$ cat config.mk
export PLATFORM = sky130hd
export DESIGN_NAME = irq_pending_arbiter
export DESIGN_NICKNAME = d
export VERILOG_FILES = /design/src/rtl/irq_pkg.sv /design/src/rtl/lsb_priority_enc.sv /design/src/rtl/irq_pending_arbiter.sv
export SDC_FILE = /design/constraint.sdc
export NUM_CORES = 1
export LEC_CHECK = 0
export CORE_MARGIN = 4
export CORE_UTILIZATION = 49
export CTS_BUF_LIST = sky130_fd_sc_hd__clkbuf_8
export DETAILED_ROUTE_END_ITERATION = 7
export GPL_TIMING_DRIVEN = 0
export HOLD_SLACK_MARGIN = 0.06
export PLACE_DENSITY_LB_ADDON = 0.1
export SYNTH_ARGS = -nofsm -noshare
export SYNTH_HDL_FRONTEND = slang
export SYNTH_HIERARCHICAL = 1
export SYNTH_SLANG_ARGS = --single-unit
$ cat constraint.sdc
create_clock -name clk -period 4.7 [get_ports clk]
set_input_delay 0.94 -clock clk [delete_from_list [all_inputs] [get_ports clk]]
set_output_delay 0.94 -clock clk [all_outputs]
set_load 0.005 [all_outputs]
$ cat src/rtl/irq_pkg.sv
// Shared types and helpers for the interrupt pending arbiter.
package irq_pkg;

    typedef enum logic [0:0] {
        IDLE  = 1'b0,
        OFFER = 1'b1
    } fsm_t;

    localparam int unsigned N_DEFAULT      = 8;
    localparam int unsigned DROP_W_DEFAULT = 8;
    localparam int unsigned N_MAX          = 32;

    // Returns a mask as wide as the largest supported N; callers cast it to their own width.
    function automatic logic [N_MAX-1:0] onehot(input logic [4:0] idx);
        logic [N_MAX-1:0] m;
        m      = '0;
        m[idx] = 1'b1;
        return m;
    endfunction

endpackage

$ cat src/rtl/lsb_priority_enc.sv
// Combinational lowest-set-bit encoder: bit 0 has the highest priority.
module lsb_priority_enc #(
    parameter int unsigned N = 8
) (
    input  logic [N-1:0]         vec,
    output logic                 any,
    output logic [$clog2(N)-1:0] idx
);

    always_comb begin
        any = |vec;
        idx = '0;
        // Scan downwards so the lowest set bit is the last one written.
        for (int i = int'(N) - 1; i >= 0; i--) begin
            if (vec[i]) begin
                idx = ($clog2(N))'(i);
            end
        end
    end

endmodule

$ cat src/rtl/irq_pending_arbiter.sv
// Sticky pending register with lowest-index selection and a valid/ready offer.
// Define IRQ_EDGE_DETECT_EN to pend on rising edges of req instead of on level.
module irq_pending_arbiter
    import irq_pkg::*;
#(
    parameter int unsigned N      = N_DEFAULT,
    parameter int unsigned ID_W   = $clog2(N),
    parameter int unsigned DROP_W = DROP_W_DEFAULT
) (
    input  logic              clk,
    input  logic              resetn,
    input  logic [N-1:0]      req,
    input  logic [N-1:0]      mask,
    output logic              irq_valid,
    output logic [ID_W-1:0]   irq_id,
    input  logic              irq_ready,
    output logic [N-1:0]      pending,
    output logic [DROP_W-1:0] drop_cnt
);

    fsm_t              state_q, state_d;
    logic [N-1:0]      pending_q, pending_d;
    logic [ID_W-1:0]   irq_id_q, irq_id_d;
    logic [DROP_W-1:0] drop_q, drop_d;

    logic [N-1:0]      set;
    logic [N-1:0]      clr;
    logic [N-1:0]      eligible;
    logic              elig_any;
    logic [ID_W-1:0]   elig_idx;
    logic              accept;
    logic              collide;

`ifdef IRQ_EDGE_DETECT_EN
    logic [N-1:0] req_q;

    always_ff @(posedge clk or negedge resetn) begin
        if (!resetn) begin
            req_q <= '0;
        end else begin
            req_q <= req;
        end
    end

    assign set = req & ~req_q;
`else
    assign set = req;
`endif

    assign eligible = pending_q & mask;

    lsb_priority_enc #(
        .N (N)
    ) u_enc (
        .vec (eligible),
        .any (elig_any),
        .idx (elig_idx)
    );

    // State register
    always_ff @(posedge clk or negedge resetn) begin
        if (!resetn) begin
            state_q   <= IDLE;
            irq_id_q  <= '0;
            pending_q <= '0;
            drop_q    <= '0;
        end else begin
            state_q   <= state_d;
            irq_id_q  <= irq_id_d;
            pending_q <= pending_d;
            drop_q    <= drop_d;
        end
    end

    // Next-state logic; the mask only matters when choosing a new offer.
    always_comb begin
        state_d  = state_q;
        irq_id_d = irq_id_q;
        unique case (state_q)
            IDLE: begin
                if (elig_any) begin
                    state_d  = OFFER;
                    irq_id_d = elig_idx;
                end
            end
            OFFER: begin
                if (irq_ready) begin
                    state_d = IDLE;
                end
            end
            default: state_d = IDLE;
        endcase
    end

    // Output logic
    always_comb begin
        irq_valid = (state_q == OFFER);
        accept    = irq_valid & irq_ready;
    end

    // Pending capture and drop counting; a set in the clear cycle keeps the bit pending.
    always_comb begin
        clr       = accept ? N'(onehot(5'(irq_id_q))) : '0;
        pending_d = (pending_q & ~clr) | set;
        collide   = |(set & pending_q & ~clr);
        drop_d    = drop_q;
        if (collide && (drop_q != '1)) begin
            drop_d = drop_q + DROP_W'(1);
        end
    end

    assign irq_id   = irq_id_q;
    assign pending  = pending_q;
    assign drop_cnt = drop_q;

endmodule

==> out/metrics.csv, run 1 <==
stage,metric,value,unit
timing,Final Max Tran Viols,0,
drt,DRT antenna net count,0,
logic_synthesis,Mapped Nets,125,
placed_design,DP Area,0.00149,mm2
cells_and_area,Inserted Diodes,0,
global_routing,largest net degree at the start of global routing,21,
logic_synthesis,Seq cells post-synth,20,
logic_synthesis,mapped cell area,0.00108,mm2
die,Starting Density,53.3,%
die,Die ar.,0.00301,mm2
die,core area,0.00202,mm2
drt,via density per instance,5.32,
global_routing,first-pass GRT wire length,3.77,mm
critical_path,WS Path Type,input pin to flip-flop,
timing,part of the cycle the worst path needs,56.4,%
timing,FMAX,378,MHz
timing,TNS Setup,0,ps
clocking,cts hold-fix bufs,0,
die,Die W,54.9,um
drt,top layer in use,met4,
timing,Max-slew headroom,39.6,%
cells_and_area,fin area,0.00153,mm2
logic_synthesis,Synth Area in Compound Gates,13.8,%
timing,Slew @ Worst Pin,903,ps
clocking,Clock Tree Root,clkbuf_8,
cells_and_area,Sequential cell area,500,um2
logic_synthesis,most frequent cell after synthesis,dfrtp_1,
logic_synthesis,register area share after synthesis,46.5,%
logic_synthesis,Yosys cell types,33,
clocking,Max Root-Sink Buffers,2,
drt,Avg WL per Cell,14.5,um
logic_synthesis,Adder-Cell Fraction of Synth Area,1.16,%
timing,RSZ-0062 raised after global routing,no,
power_and_ir_drop,P_leak,0.625,nW
drt,Vias,921,
power_and_ir_drop,Tot Pwr,718,uW
logic_synthesis,Ys Warns,6,
global_routing,vias in the first global route,854,
cells_and_area,# fillers,155,
placed_design,IO buf count,38,
clocking,clk sinks,20,
cells_and_area,P&R area growth vs syn,42.3,%
cells_and_area,footprint of the multi-input gates,551,um2
placed_design,hpwl dp,1.96,mm
logic_synthesis,synthesized instance count,105,
clocking,# resized after CTS,0,
logic_synthesis,Synth Area per Inst,10.3,um2
logic_synthesis,Synth area leader,dfrtp_1,
critical_path,crit path DAT,2780,ps
critical_path,Worst setup SP type,input pin,
placed_design,Final GP Congestion,0.802,
drt,initial DRC count,19,
global_routing,GRT Total Usage,17.8,%
power_and_ir_drop,P per Cell Area,468,mW/mm2
power_and_ir_drop,net switching fraction of the power,32.4,%
clocking,number of CTS-inserted buffers,3,
timing,Final min period,2650,ps
drt,drt drc,0,
timing,"Hold Violations, Final",0,
logic_synthesis,"top cells by area, synth","dfrtp_1 46%, a21o_1 4.9%, xnor2_1 4.9%",
die,# rows,16,
run,Max Cap Viol,0,
die,Die Ht,54.9,um
clocking,CTS tree,built,
power_and_ir_drop,combinational power share,43.8,%
power_and_ir_drop,VDD IR-drop max,0.372,mV
power_and_ir_drop,Clock power frac,15.1,%
power_and_ir_drop,Sequential Power Share,41.1,%
drt,WL met1,1.17,mm
timing,Final WS setup,2050,ps
global_routing,grt ovf,0,
logic_synthesis,Post-Synth Simple-Gate Area,26.0,%
hold_path,Hold Crit Class,flip-flop to flip-flop,
logic_synthesis,Main synth FF type,dfrtp_1,
critical_path,worst endpoint required time,4830,ps
timing,count of final setup violators,0,
clocking,Post-CTS Setup Inserts,0,
drt,DR WL met2,1.15,mm
cells_and_area,layout cells sized above 1,11.6,%
logic_synthesis,largest family of logic cells by synthesized area,simple AND/OR/NAND/NOR gates,
logic_synthesis,Post-synth EDFFs,0,
logic_synthesis,Commonest cells post-synth,"20 x dfrtp_1, 12 x nand2_1, 8 x and2_1",
clocking,"CTS clk-pin slew, worst paths",70,ps
logic_synthesis,Yosys top cell area share,46.5,%
drt,first drt pass iteration count,4,
run_status,status,finished clean,
power_and_ir_drop,Switching Power,232,uW
placed_design,pre-CTS setup slack,1790,ps
logic_synthesis,post-synthesis async set-or-reset flop share,100,%
timing,Clock Skews,1.87,ps
drt,met3 wire length,193,um
die,num ports,39,
power_and_ir_drop,internal power,486,uW
critical_path,crit end category,flip-flop,
critical_path,crit-path max FO,7,
logic_synthesis,mux share of post-synthesis cell area,5.23,%
global_routing,antenna violations before repair,0,
cells_and_area,Nets,168,
drt,final WL,2.52,mm
clocking,H-tree levels,1,
clocking,clock latency on the worst-skew pair,250,ps
logic_synthesis,xor and xnor area share after synthesis,4.88,%
metal layers:
metal / up-vias / track usage [%]
li1: 455 / -
met1: 435 / 24.9
met2: 29 / 27.8
met3: 2 / 4.02
met4: 0 / 4.86
met5: - / 0
power groups by stage:
stage / logic [mW] / registers [mW] / clock network, mW
after detailed placement: 0.318 / 0.298 / 0
after floorplan: 0.157 / 0.290 / 0
final: 0.315 / 0.295 / 0.108
after global placement: 0.309 / 0.292 / 0
after CTS: 0.320 / 0.294 / 0.112
after global routing: 0.343 / 0.304 / 0.121
worst max-delay path: stages:
cell and delay [ps]:
clkdlybuf4s50_1 490, and3_2 180, buf_6 120, nand3_1 90, a31oi_1 240, nand4_2 220
nand4_1 170, mux2_1 330
path summary, 6_finish.rpt:
kind / start / to / slack [ps] / depth (start not counted)
max: irq_ready / drop_cnt[6] / 2050 / 8
min: drop_cnt[0] / drop_cnt[0] / 520 / 1
max reg2reg: irq_id[0] / drop_cnt[6] / 2790 / 7
min reg2reg: drop_cnt[0] / drop_cnt[0] / 520 / 1
max in group asynchronous: resetn / pending[1] / 2950 / 1
min in group asynchronous: resetn / pending[5] / 1200 / 1
sequential cells by signal (all words and copies together) (netlist names):
| register | count |
|---|---|
| pending | 8 |
| irq_valid | 1 |
| irq_id | 3 |
| drop_cnt | 8 |
kinds of logic (layout without fill, tap and decap cells):
family | Yosys count | in the layout
and+or+nand+nor | 47 | 47
DFF | 20 | 20
AOI/OAI and AO/OA | 22 | 22
xor gates and xnor gates | 6 | 6
buffers and inverters | 4 | 45
adders and majority gates | 1 | 1
muxes | 5 | 5
layout by cell type, fill, tap and decap left out, types with 2 or more instances in the layout:
master | netlist | layout
nor2_1 | 4 | 4
and2_1 | 8 | 8
dfrtp_1 | 20 | 20
and2b_1 | 2 | 2
nand3_1 | 5 | 5
clkdlybuf4s50_1 | 0 | 38
and3_2 | 2 | 2
a31oi_1 | 4 | 4
mux2_2 | 3 | 3
nand4_1 | 3 | 3
mux2_1 | 2 | 2
inv_1 | 2 | 2
nand2_1 | 12 | 12
and3b_1 | 2 | 2
clkbuf_8 | 0 | 3
a21o_2 | 2 | 2
xnor2_1 | 6 | 6
a21o_1 | 7 | 7
a21oi_1 | 5 | 5
per-stage QoR:
step / util [%] / hold WS (ps) / std cells
after CTS: 75.8 / 523 / 173
after global placement: 73.8 / 498 / 170
after global routing: 75.8 / 539 / 173
after detailed placement: 73.8 / 510 / 170
final: 75.8 / 523 / 173
after floorplan: - / 493 / 105
layout make-up:
class                           count  area share, %
Multi-Input combinational cell     81           35.9
Sequential cell                    20           32.7
Timing Repair Buffer               38           24.8
Clock buffer                        3           2.69
Tap cell                           27           2.20
Buffer                              2           1.22
Inverter                            2          0.490
Note: power is estimated with default switching activity, not from simulation.
==> run 2: changes to the inputs <==
CORE_UTILIZATION = 41   (was 49)
clock period = 2.4 ns   (was 4.7 ns; I/O delays follow)
==> run 2 against run 1 <==
Against the previous run: clock power grew to 3.1 times the previous value; setup slack worse by 1900 ps; critical path type unchanged; wire length grew 3.0%; largest cell class unchanged; highest routed layer unchanged; non-clock buffer count unchanged; largest power group unchanged.
==> out/metrics.csv, run 2 (synthesis gave the netlist of run 1 again) <==
stage,metric,value,unit
run_status,status,finished clean,
clocking,# resized after CTS,0,
clocking,Clock Tree Root,clkbuf_8,
placed_design,DP Area,0.00150,mm2
timing,hold_ws,515,ps
placed_design,Placed Instances,173,
timing,Clock Skews,10.5,ps
drt,met3 wire length,118,um
clocking,Post-CTS Setup Inserts,0,
power_and_ir_drop,P_leak,0.639,nW
clocking,number of CTS-inserted buffers,3,
global_routing,antenna violations before repair,0,
power_and_ir_drop,P per Cell Area,975,mW/mm2
power_and_ir_drop,internal power,1.06,mW
die,# rows,18,
drt,WL met1,1.06,mm
power_and_ir_drop,Clock power frac,22.2,%
power_and_ir_drop,Tot Pwr,1.53,mW
global_routing,GRT Total Usage,16.1,%
run,Max Cap Viol,0,
clocking,"CTS clk-pin slew, worst paths",80,ps
timing,RSZ-0062 raised after global routing,no,
critical_path,reg2reg end,drop_cnt[6],
timing,"Hold Violations, Final",0,
critical_path,r2r worst-path depth,7,
timing,Final min period,2200,ps
critical_path,CP cell instances,clkdlybuf4s50_1 > and3b_1 > buf_4 > nand3_2 > a31oi_1 > nand4_2 > nand4_1 > mux2_1,
global_routing,vias in the first global route,947,
hold_path,critical hold path startpoint,drop_cnt[2],
die,num ports,39,
critical_path,crit end category,flip-flop,
hold_path,Hold Path Sink,drop_cnt[2],
critical_path,max incr delay on CP,480,ps
cells_and_area,"non-filler cells, final",177,
die,Die ar.,0.00351,mm2
timing,part of the cycle the worst path needs,91.7,%
drt,Avg WL per Cell,14.6,um
drt,final WL,2.59,mm
critical_path,worst r2r src,irq_id[0],
global_routing,first-pass GRT wire length,4.20,mm
clocking,Max Root-Sink Buffers,2,
die,Die W,59.3,um
critical_path,Top Family by Delay on Critical Path,simple AND/OR/NAND/NOR gates,
hold_path,hold path depth,1,
clocking,H-tree levels,1,
power_and_ir_drop,Sequential Power Share,37.7,%
placed_design,Final GP Congestion,0.688,
cells_and_area,P&R area growth vs syn,45.4,%
clocking,clock latency on the worst-skew pair,260,ps
critical_path,worst endpoint required time,2550,ps
cells_and_area,"most common cell after layout, fill and taps aside",clkdlybuf4s50_1,
clocking,cts hold-fix bufs,0,
timing,Slew @ Worst Pin,899,ps
drt,DR WL met2,1.38,mm
drt,initial DRC count,16,
drt,drt drc,0,
power_and_ir_drop,Switching Power,466,uW
die,Starting Density,43.1,%
drt,Vias,920,
clocking,clk sinks,20,
placed_design,hpwl dp,2.02,mm
cells_and_area,fin area,0.00157,mm2
hold_path,Hold Crit Class,flip-flop to flip-flop,
critical_path,Worst setup SP type,input pin,
cells_and_area,Nets,168,
critical_path,WS Path Type,input pin to flip-flop,
drt,top layer in use,met4,
cells_and_area,"commonest non-fill, non-tap cells in the layout","38 x clkdlybuf4s50_1, 20 x dfrtp_1, 12 x nand2_1, 8 x and2_1, 7 x a21o_1",
critical_path,CP max-delay cell,clkdlybuf4s50_1,
timing,Final Max Tran Viols,0,
drt,via density per instance,5.20,
critical_path,crit path DAT,2350,ps
global_routing,grt ovf,0,
critical_path,critical path depth,8,
drt,first drt pass iteration count,4,
die,Die Ht,59.3,um
die,core area,0.00250,mm2
global_routing,largest net degree at the start of global routing,21,
cells_and_area,Final Util,62.7,%
critical_path,worst path bufs/invs,2,
drt,DRT antenna net count,0,
timing,count of final setup violators,0,
power_and_ir_drop,VDD IR-drop max,0.655,mV
placed_design,IO buf count,38,
timing,Max-slew headroom,39.9,%
power_and_ir_drop,net switching fraction of the power,30.5,%
critical_path,crit-path max FO,7,
power_and_ir_drop,combinational power share,40.1,%
cells_and_area,layout cells sized above 1,12.2,%
timing,FMAX,454,MHz
cells_and_area,Inserted Diodes,0,
clocking,CTS tree,built,
critical_path,FF-to-FF setup slack,460,ps
-- run 2: cell types whose count changed in the layout (fill, tap and decap cells not counted) --
cell	before	now
bufinv_16	0	1
-- run 2: worst max-delay path by stage --
stage	from	to	slack, ps
2_1_floorplan	irq_ready	drop_cnt[6]	620
3_3_place_gp	irq_ready	drop_cnt[6]	-60
5_1_grt	irq_ready	drop_cnt[1]	60
6_report	irq_ready	drop_cnt[6]	200
3_5_place_dp	irq_ready	drop_cnt[6]	-70
4_1_cts	irq_ready	drop_cnt[6]	200
-- run 2: through the flow --
stage / setup WS, ps / TNS, ps
finish: 199 / 0
CTS: 199 / 0
global route: 55.2 / 0
floorplan: 620 / 0
detailed placement: -73.6 / -124
global placement: -59.0 / -80.1
-- run 2: cell type report --
| type | instances | area, um2 |
|---|---|---|
| Inverter | 2 | 7.51 |
| Multi-Input combinational cell | 81 | 551 |
| Buffer | 2 | 18.8 |
| Timing Repair Buffer | 38 | 380 |
| Sequential cell | 20 | 500 |
| Fill cell | 222 | 933 |
| Clock buffer | 3 | 41.3 |
| Clock inverter | 1 | 30.0 |
| Tap cell | 30 | 37.5 |
-- run 2: power groups by stage --
stage	clock [mW]	sequential, mW	combinational [mW]
floorplan	0	0.567	0.307
global placement	0	0.577	0.609
detailed placement	0	0.582	0.618
CTS	0.342	0.578	0.624
global route	0.359	0.601	0.670
finish	0.339	0.576	0.613
-- run 2: routing by layer --
metal  global-route usage (%)  vias to the layer above
li1                         -                      459
met1                     18.8                      437
met2                     27.6                       20
met3                     3.92                        4
met4                     7.44                        0
met5                        0                        -
==> run 3: changes to the inputs <==
CORE_ASPECT_RATIO = 0.8   (was not set)
CORE_UTILIZATION = 40   (was 41)
SKIP_LAST_GASP = 1   (was not set)
==> run 3 against run 2 <==
Against the previous run: critical path depth did not move; via count is 1.5% higher; clock skew shrank 8.2 ps; hold slack worse by 14 ps; die area increased by 2.3%; core utilization decreased by 0.96 points; critical path type unchanged; clock power is 37% lower; flip-flop and latch count unchanged; sequential share of layout area up 0.47 points; highest routed layer unchanged; fmax is 0.75% lower.
==> out/metrics.csv, run 3 (synthesis gave the netlist of run 1 again) <==
stage,metric,value,unit
run_status,status,finished clean,
drt,final WL,2.57,mm
hold_path,Hold Crit Class,flip-flop to flip-flop,
clocking,cts hold-fix bufs,0,
cells_and_area,"non-filler cells, final",182,
critical_path,crit end category,flip-flop,
global_routing,grt ovf,0,
drt,initial DRC count,30,
placed_design,IO buf count,38,
cells_and_area,layout cells sized above 1,11.6,%
die,Die Ht,54.4,um
cells_and_area,P&R area growth vs syn,43.3,%
critical_path,Worst setup SP type,input pin,
timing,Clock Skews,2.26,ps
clocking,Post-CTS Setup Inserts,0,
cells_and_area,# fillers,229,
placed_design,hpwl dp,2.04,mm
drt,Vias,934,
clocking,Max Root-Sink Buffers,2,
cells_and_area,Inserted Diodes,0,
critical_path,crit-path max FO,7,
timing,Slew @ Worst Pin,888,ps
timing,part of the cycle the worst path needs,92.4,%
timing,FMAX,451,MHz
clocking,Clock Tree Root,clkbuf_8,
clocking,H-tree levels,1,
run,Max Cap Viol,0,
power_and_ir_drop,P_leak,0.625,nW
clocking,"CTS clk-pin slew, worst paths",70,ps
drt,Avg WL per Cell,14.1,um
drt,drt drc,0,
cells_and_area,"most common cell after layout, fill and taps aside",clkdlybuf4s50_1,
die,Die ar.,0.00359,mm2
critical_path,crit path DAT,2360,ps
die,core area,0.00250,mm2
critical_path,worst endpoint required time,2540,ps
die,# rows,16,
global_routing,vias in the first global route,879,
global_routing,antenna violations before repair,0,
drt,DRT antenna net count,0,
placed_design,Final GP Congestion,0.814,
drt,via density per instance,5.13,
placed_design,Placed Instances,179,
die,Die W,66.0,um
clocking,clk sinks,20,
timing,RSZ-0062 raised after global routing,no,
global_routing,largest net degree at the start of global routing,21,
cells_and_area,Nets,168,
timing,Final Max Tran Viols,0,
die,num ports,39,
timing,Final min period,2220,ps
clocking,# resized after CTS,0,
global_routing,GRT Total Usage,15.5,%
clocking,CTS tree,built,
critical_path,WS Path Type,input pin to flip-flop,
clocking,clock latency on the worst-skew pair,250,ps
cells_and_area,"commonest non-fill, non-tap cells in the layout","38 x clkdlybuf4s50_1, 20 x dfrtp_1, 12 x nand2_1, 8 x and2_1, 7 x a21o_1",
drt,first drt pass iteration count,4,
power_and_ir_drop,P per Cell Area,907,mW/mm2
timing,TNS Setup,0,ps
timing,count of final setup violators,0,
clocking,number of CTS-inserted buffers,3,
power_and_ir_drop,VDD IR-drop max,0.474,mV
die,Starting Density,43.0,%
timing,"Hold Violations, Final",0,
global_routing,first-pass GRT wire length,4.15,mm
timing,Max-slew headroom,40.6,%
run 3: cell count changes in the layout (fill, tap and decap cells not counted):
cell | previous run | this run
bufinv_16 | 1 | 0
run 3: per-stage QoR:
step / total power, mW / setup WS, ps / utilization, % / hold WS, ps / instance area, um2
global placement: 1.19 / -40.9 / 60.1 / 496 / 1500
floorplan: 0.875 / 620 / - / 184 / 1080
CTS: 1.42 / 187 / 61.7 / 507 / 1540
finish: 1.40 / 183 / 61.7 / 501 / 1540
global route: 1.51 / 2.58 / 61.7 / 533 / 1540
detailed placement: 1.20 / -82.3 / 60.1 / 493 / 1500
run 3: final cells by class:
| type | count | area, um2 | share of cell area (%) |
|---|---|---|---|
| buffer | 2 | 18.8 | 1.22 |
| clock buffer | 3 | 41.3 | 2.67 |
| inverter | 2 | 7.51 | 0.486 |
| multi-input combinational | 81 | 551 | 35.7 |
| sequential | 20 | 500 | 32.4 |
| tap | 36 | 45.0 | 2.92 |
| timing repair buffer | 38 | 380 | 24.6 |
run 3: final timing paths:
check / start / slack (ps) / endpoint / cells past startpoint
max: irq_ready / 180 / drop_cnt[6] / 8
min: drop_cnt[2] / 500 / drop_cnt[2] / 1
max reg2reg: irq_id[0] / 460 / drop_cnt[6] / 7
min reg2reg: drop_cnt[2] / 500 / drop_cnt[2] / 1
max in group asynchronous: resetn / 1130 / irq_valid / 1
min in group asynchronous: resetn / 730 / pending[3] / 1
run 3: power by group:
group | leakage, nW | switching (mW) | internal (mW)
logic | 0.385 | 0.224 | 0.392
clock network | 0.0216 | 0.101 | 0.112
registers | 0.218 | 0.123 | 0.447
total | 0.625 | 0.448 | 0.951
run 3: worst max-delay path, cell delays in order:
cell,delay [ps]
clkdlybuf4s50_1,490
and3b_1,160
buf_4,140
nand3_2,80
a31oi_1,250
nand4_2,250
nand4_1,180
mux2_1,320
run 3: metal layers:
metal  track usage [%]  share of wire [%]  vias to the layer above
met4              3.04               0.27                        0
met3              5.75                7.2                        2
li1                  -                  -                      458
met5                 0                  0                        -
met2              23.0                 42                       30
met1              21.7                 51                      444
